<file path="src/rtl/systolic_pkg.sv">
`default_nettype none
// ============================================================================
// Module   : systolic_pkg
// Purpose  : Shared state encoding and counter sizing for the systolic feeders.
// Revision : 1.0 - initial release
// ============================================================================
package systolic_pkg;

    typedef enum logic [2:0] {
        S_IDLE  = 3'd0,
        S_SKEW  = 3'd1,
        S_FEED  = 3'd2,
        S_DRAIN = 3'd3,
        S_DONE  = 3'd4
    } feeder_state_t;

    // Bits needed to hold the larger of the vector length and the skew.
    function automatic int feeder_cnt_width(input int vec_len, input int skew);
        int m;
        m = (vec_len > skew) ? vec_len : skew;
        return (m < 1) ? 1 : $clog2(m + 1);
    endfunction

    localparam int FEEDER_CNT_WIDTH = feeder_cnt_width(16, 0);

endpackage
`default_nettype wire

</file>
<file path="src/rtl/feed_valid_pipe.sv">
`default_nettype none
// ============================================================================
// Module   : feed_valid_pipe
// Purpose  : RD_LAT-deep valid shift register that tracks FIFO read latency.
// Revision : 1.0 - initial release
// ============================================================================
module feed_valid_pipe #(
    parameter int RD_LAT = 1
) (
    input  logic clk,
    input  logic reset_n,
    input  logic i_valid,
    output logic o_valid
);

    generate
        if (RD_LAT == 0) begin : g_bypass
            assign o_valid = i_valid;
        end else begin : g_shift
            logic [RD_LAT-1:0] r_pipe;

            always_ff @(posedge clk or negedge reset_n) begin
                if (!reset_n) begin
                    r_pipe <= '0;
                end else begin
                    r_pipe <= RD_LAT'({r_pipe, i_valid});
                end
            end

            assign o_valid = r_pipe[RD_LAT-1];
        end
    endgenerate

endmodule
`default_nettype wire

</file>
<file path="src/rtl/systolic_feeder.sv">
`default_nettype none
// ============================================================================
// Module   : systolic_feeder
// Purpose  : Pops VEC_LEN FIFO words per start, after SKEW zero cycles, and
//            presents them as a registered data/valid stream to the array edge.
// Revision : 1.0 - initial release
// ============================================================================
module systolic_feeder
    import systolic_pkg::*;
#(
    parameter int DATA_WIDTH = 8,
    parameter int VEC_LEN    = 16,
    parameter int SKEW       = 0,
    parameter int CNT_WIDTH  = feeder_cnt_width(VEC_LEN, SKEW),
    parameter int RD_LAT     = 1
) (
    input  logic                  clk,
    input  logic                  reset_n,
    input  logic                  start,
    input  logic                  fifo_empty,
    input  logic [DATA_WIDTH-1:0] fifo_data,
    output logic                  fifo_read,
    output logic [DATA_WIDTH-1:0] a_out,
    output logic                  a_valid,
    output logic                  busy,
    output logic                  done,
    output logic                  err_underrun
);

    localparam logic [CNT_WIDTH-1:0] c_vec_last   = CNT_WIDTH'(VEC_LEN - 1);
    localparam logic [CNT_WIDTH-1:0] c_skew_last  = CNT_WIDTH'((SKEW > 0) ? SKEW - 1 : 0);
    localparam logic [CNT_WIDTH-1:0] c_drain_last = CNT_WIDTH'(RD_LAT);

    feeder_state_t          r_state, w_state_nxt;
    logic [CNT_WIDTH-1:0]   r_issued, w_issued_nxt;
    logic [CNT_WIDTH-1:0]   r_cnt, w_cnt_nxt;
    logic                   r_err, w_err_nxt;
    logic                   w_fifo_read;
    logic                   w_tail_valid;
    logic [DATA_WIDTH-1:0]  r_a_out;
    logic                   r_a_valid;

    always_ff @(posedge clk or negedge reset_n) begin
        if (!reset_n) begin
            r_state  <= S_IDLE;
            r_issued <= '0;
            r_cnt    <= '0;
            r_err    <= 1'b0;
        end else begin
            r_state  <= w_state_nxt;
            r_issued <= w_issued_nxt;
            r_cnt    <= w_cnt_nxt;
            r_err    <= w_err_nxt;
        end
    end

    // r_cnt times the skew phase and is reused to time the drain phase.
    always_comb begin
        w_state_nxt  = r_state;
        w_issued_nxt = r_issued;
        w_cnt_nxt    = r_cnt;
        w_err_nxt    = r_err;
        w_fifo_read  = 1'b0;
        case (r_state)
            S_IDLE, S_DONE: begin
                w_state_nxt = S_IDLE;
                if (start) begin
                    w_err_nxt    = 1'b0;
                    w_cnt_nxt    = '0;
                    w_issued_nxt = '0;
                    w_state_nxt  = (SKEW > 0) ? S_SKEW : S_FEED;
                end
            end
            S_SKEW: begin
                w_cnt_nxt = r_cnt + 1'b1;
                if (r_cnt == c_skew_last) begin
                    w_cnt_nxt   = '0;
                    w_state_nxt = S_FEED;
                end
            end
            S_FEED: begin
                if (fifo_empty) begin
                    w_err_nxt = 1'b1;
                end else begin
                    w_fifo_read  = 1'b1;
                    w_issued_nxt = r_issued + 1'b1;
                    if (r_issued == c_vec_last) begin
                        w_cnt_nxt   = '0;
                        w_state_nxt = S_DRAIN;
                    end
                end
            end
            S_DRAIN: begin
                w_cnt_nxt = r_cnt + 1'b1;
                if (r_cnt == c_drain_last) begin
                    w_state_nxt = S_DONE;
                end
            end
            default: w_state_nxt = S_IDLE;
        endcase
    end

    feed_valid_pipe #(
        .RD_LAT (RD_LAT)
    ) u_valid_pipe (
        .clk     (clk),
        .reset_n (reset_n),
        .i_valid (w_fifo_read),
        .o_valid (w_tail_valid)
    );

    always_ff @(posedge clk or negedge reset_n) begin
        if (!reset_n) begin
            r_a_out   <= '0;
            r_a_valid <= 1'b0;
        end else begin
            r_a_out   <= w_tail_valid ? fifo_data : '0;
            r_a_valid <= w_tail_valid;
        end
    end

    assign fifo_read    = w_fifo_read;
    assign a_out        = r_a_out;
    assign a_valid      = r_a_valid;
    assign busy         = (r_state == S_SKEW) || (r_state == S_FEED) || (r_state == S_DRAIN);
    assign done         = (r_state == S_DONE);
    assign err_underrun = r_err;

endmodule
`default_nettype wire

</file>
<file path="config.mk">
export PLATFORM = sky130hd
export DESIGN_NAME = systolic_feeder
export DESIGN_NICKNAME = d
export VERILOG_FILES = /design/src/rtl/systolic_pkg.sv /design/src/rtl/feed_valid_pipe.sv /design/src/rtl/systolic_feeder.sv
export SDC_FILE = /design/constraint.sdc
export NUM_CORES = 1
export LEC_CHECK = 0
export CAP_MARGIN = 20
export CELL_PAD_IN_SITES_DETAIL_PLACEMENT = 0
export CELL_PAD_IN_SITES_GLOBAL_PLACEMENT = 1
export CORE_MARGIN = 5
export CORE_UTILIZATION = 35
export DETAILED_ROUTE_END_ITERATION = 8
export PLACE_DENSITY_LB_ADDON = 0.1
export SYNTH_ARGS = -nofsm -noshare
export SYNTH_HDL_FRONTEND = slang
export SYNTH_HIERARCHICAL = 1
export SYNTH_SLANG_ARGS = --single-unit
</file>
<file path="constraint.sdc">
create_clock -name clk -period 1.85 [get_ports clk]
set_clock_uncertainty 0.2 [all_clocks]
set_input_delay 0.37 -clock clk [delete_from_list [all_inputs] [get_ports clk]]
set_output_delay 0.37 -clock clk [all_outputs]
set_load 0.01 [all_outputs]
</file>
==> impl_results.md <==
- Status: finished, violations left
- Failing checks: setup timing
- Max cap viols: 0
- Critical Path Sink Type: output pin
- VDD IR max: 0.515 mV
- Slew Limit Headroom: 80.1%
- Pre-CTS WS: -0.644 ns
- Synth cell types: 34
- Synthesized Nets: 118
- R2R setup slack: 0.08 ns
- Main synth FF type: dfrtp_1
- Ant diodes: 0
- Initial Utilization: 36.5%
- Final Cell Area: 1570 um2
- Initial DRC count: 19
- RSZ-0062 raised after global routing: true
- CTS max path bufs: 2
- Fraction of registers with async set/reset: 100%
- Syn_area_per_cell: 11.0 um2
- CP Class: reg -> out
- Netlist Area Pre-Place: 1110 um2
- Area after DPL: 1490 um2
- GR Util All Layers: 12.1%
- DRC violations left: 0
- Mapped Cells: 101
- TritonRoute pass-1 iters: 4
- Sequential area share after synthesis: 53.9%
- Setup violators final: 1
- Die ar.: 4410 um2
- Initial antenna violation count: 0
- Number of global-route vias before repair: 903
- Post-synth EDFFs: 0
- First-pass GRT wire length: 4110 um
- IO Port Bufs: 24
- Die height: 66.4 um
- CTS tree: yes
- Hold Buf Count CTS: 0
- CTS buffer count: 3
- Placed Instances: 179
- Synth Warn #: 6
- Setup TNS: -0.159 ns
- Crit path arrival time: 1.44 ns
- FP Rows: 20
- Final hold viol count: 0
- Layout cell share with drive strength beyond 1: 20.6%
- Fill cells: 293
- Worst skew pair latency: 0.31 ns
- Tmin final: 2.01 ns
- I/O pins: 25
- Clock slew at reported path FFs: 0.14 ns
- Area of the multi-input gates: 489 um2
- Slew Limit Fails: 0
- Post-DP HPWL: 1850 um
- Syn-to-layout area delta: 41.2%
- WL final: 2470 um
- Non-filler instance count after layout: 185
- Max Clock Freq: 0.498 GHz
- Clock Root Buffer: clkbuf_4
- CTS sink cnt: 24
- H-tree depth: 1
- Storage element area: 601 um2
- Detailed-route via count: 902
- Routed len/inst: 13.4 um
- Type of the tightest min-delay check: in -> async
- Largest net degree at the start of global routing: 25
- Vias per std cell: 4.88
- CORE AREA: 3050 um2
- Period utilisation layout: 109%
- CP Max Fanout: 2
- Final #Nets: 159
- Final setup margin: -0.159 ns
- DRT antenna net count: 0
- GRT Residual Overflow: 0
- Worst setup SP type: flip-flop
- Power per cell area: 1190 nW/um2
- Die span in x: 66.4 um
- Leak: 0.705 nW
- Critical Path RT: 1.28 ns
- Worst Tran Pin Value: 0.298 ns
- Synth Register Bits: 24
- Gp weighted congestion: 0.728
[flip-flops by register name, summed over array words and instances, names as in the netlist]
register,count
err_underrun,1
a_valid,1
a_out,8
r_issued,5
r_cnt,5
r_state,3
u_valid_pipe/o_valid,1
[layer usage]
layer  vias to the layer above  part of all wire, %  track usage (%)  routed length, um
met5                         -                    0                0                  0
met4                         0                 0.73             4.57                 18
met3                         2                  5.9             2.55                145
met2                        20                   48             20.2               1180
met1                       436                   46             15.3               1130
li1                        444                    -                -                  -
[power breakdown]
| group | total [mW] | internal, mW | leakage (nW) | switching [mW] |
|---|---|---|---|---|
| logic | 0.745 | 0.404 | 0.371 | 0.341 |
| registers | 0.756 | 0.657 | 0.306 | 0.0988 |
| clock network | 0.378 | 0.219 | 0.0279 | 0.159 |
[cell families (layout without fill, tap and decap cells)]
logic type      Yosys count  in the layout  share of synthesized area (%)
compound gates           19             19                           11.8
xor+xnor                  1              1                          0.786
fa+ha+maj                 5              5                           5.61
buf+inv                   9             49                           3.82
flops                    24             24                           53.9
simple gates             43             43                           24.1
[per-stage QoR]
| stage | total power, mW | hold WS [ns] | utilization [%] |
|---|---|---|---|
| 6_report | 1.88 | 0.199 | 51.6 |
| 5_1_grt | 2.00 | 0.227 | 51.6 |
| 4_1_cts | 1.89 | 0.206 | 51.1 |
| 3_5_place_dp | 1.48 | 0.276 | 48.8 |
| 3_3_place_gp | 1.46 | 0.278 | 48.8 |
| 2_1_floorplan | 1.13 | -0.126 | - |
[area by class of cell]
| type | instances | share of cell area [%] |
|---|---|---|
| clock buffers | 3 | 1.43 |
| clock inverters | 1 | 1.91 |
| inverters | 7 | 1.99 |
| multi-input cells | 68 | 31.1 |
| flip-flops and latches | 24 | 38.2 |
| well taps | 44 | 3.50 |
| repair buffers | 38 | 21.9 |
[path summary, 6_finish.rpt]
check                       startpoint          end  cells after the start
setup / recovery            r_state[2]    fifo_read                      3
max in group asynchronous      reset_n      a_valid                      2
hold reg to reg            r_issued[4]  r_issued[4]                      1
hold / removal                 reset_n     a_out[4]                      2
setup reg to reg            r_state[1]     r_cnt[2]                      5
min in group clk           r_issued[4]  r_issued[4]                      1
[synth_stat cells (2+ instances only)]
library cell | instances | area, um2
dfrtp_1 | 24 | 601
and2_1 | 9 | 56.3
nand3_1 | 9 | 45.0
inv_1 | 6 | 22.5
ha_1 | 5 | 62.6
o21ai_1 | 5 | 25.0
nand2_1 | 3 | 11.3
nand4b_1 | 3 | 26.3
nor2_1 | 3 | 11.3
a21oi_1 | 2 | 10.0
a22o_1 | 2 | 17.5
and3_1 | 2 | 12.5
nand2b_1 | 2 | 12.5
nand4_1 | 2 | 12.5
nor3_1 | 2 | 10.0
o211ai_1 | 2 | 15.0
o311ai_1 | 2 | 17.5
or3_1 | 2 | 12.5
[what timing repair did]
action | in CTS | in global routing
setup buffers | 3 | 0
pin swaps | 1 | 4
resized for setup | 16 | 6
setup endpoints to repair | 3 | 7
cloned | 0 | 0
[worst max-delay path, stage by stage (launching register included)]
cell and delay [ns]:
dfrtp_1 0.41, or4b_4 0.56, clkinv_4 0.07, buf_6 0.09
[placed cells by master (no fill, tap or decap), types with 3 or more instances in the layout]
master,instances
ha_1,4
nand4b_1,3
inv_1,6
buf_6,3
clkbuf_4,3
dfrtp_1,24
clkdlybuf4s50_1,19
and2_1,9
nand2_1,3
nand3_1,8
buf_4,12
o21ai_1,5
(Power assumes the default switching activity.)
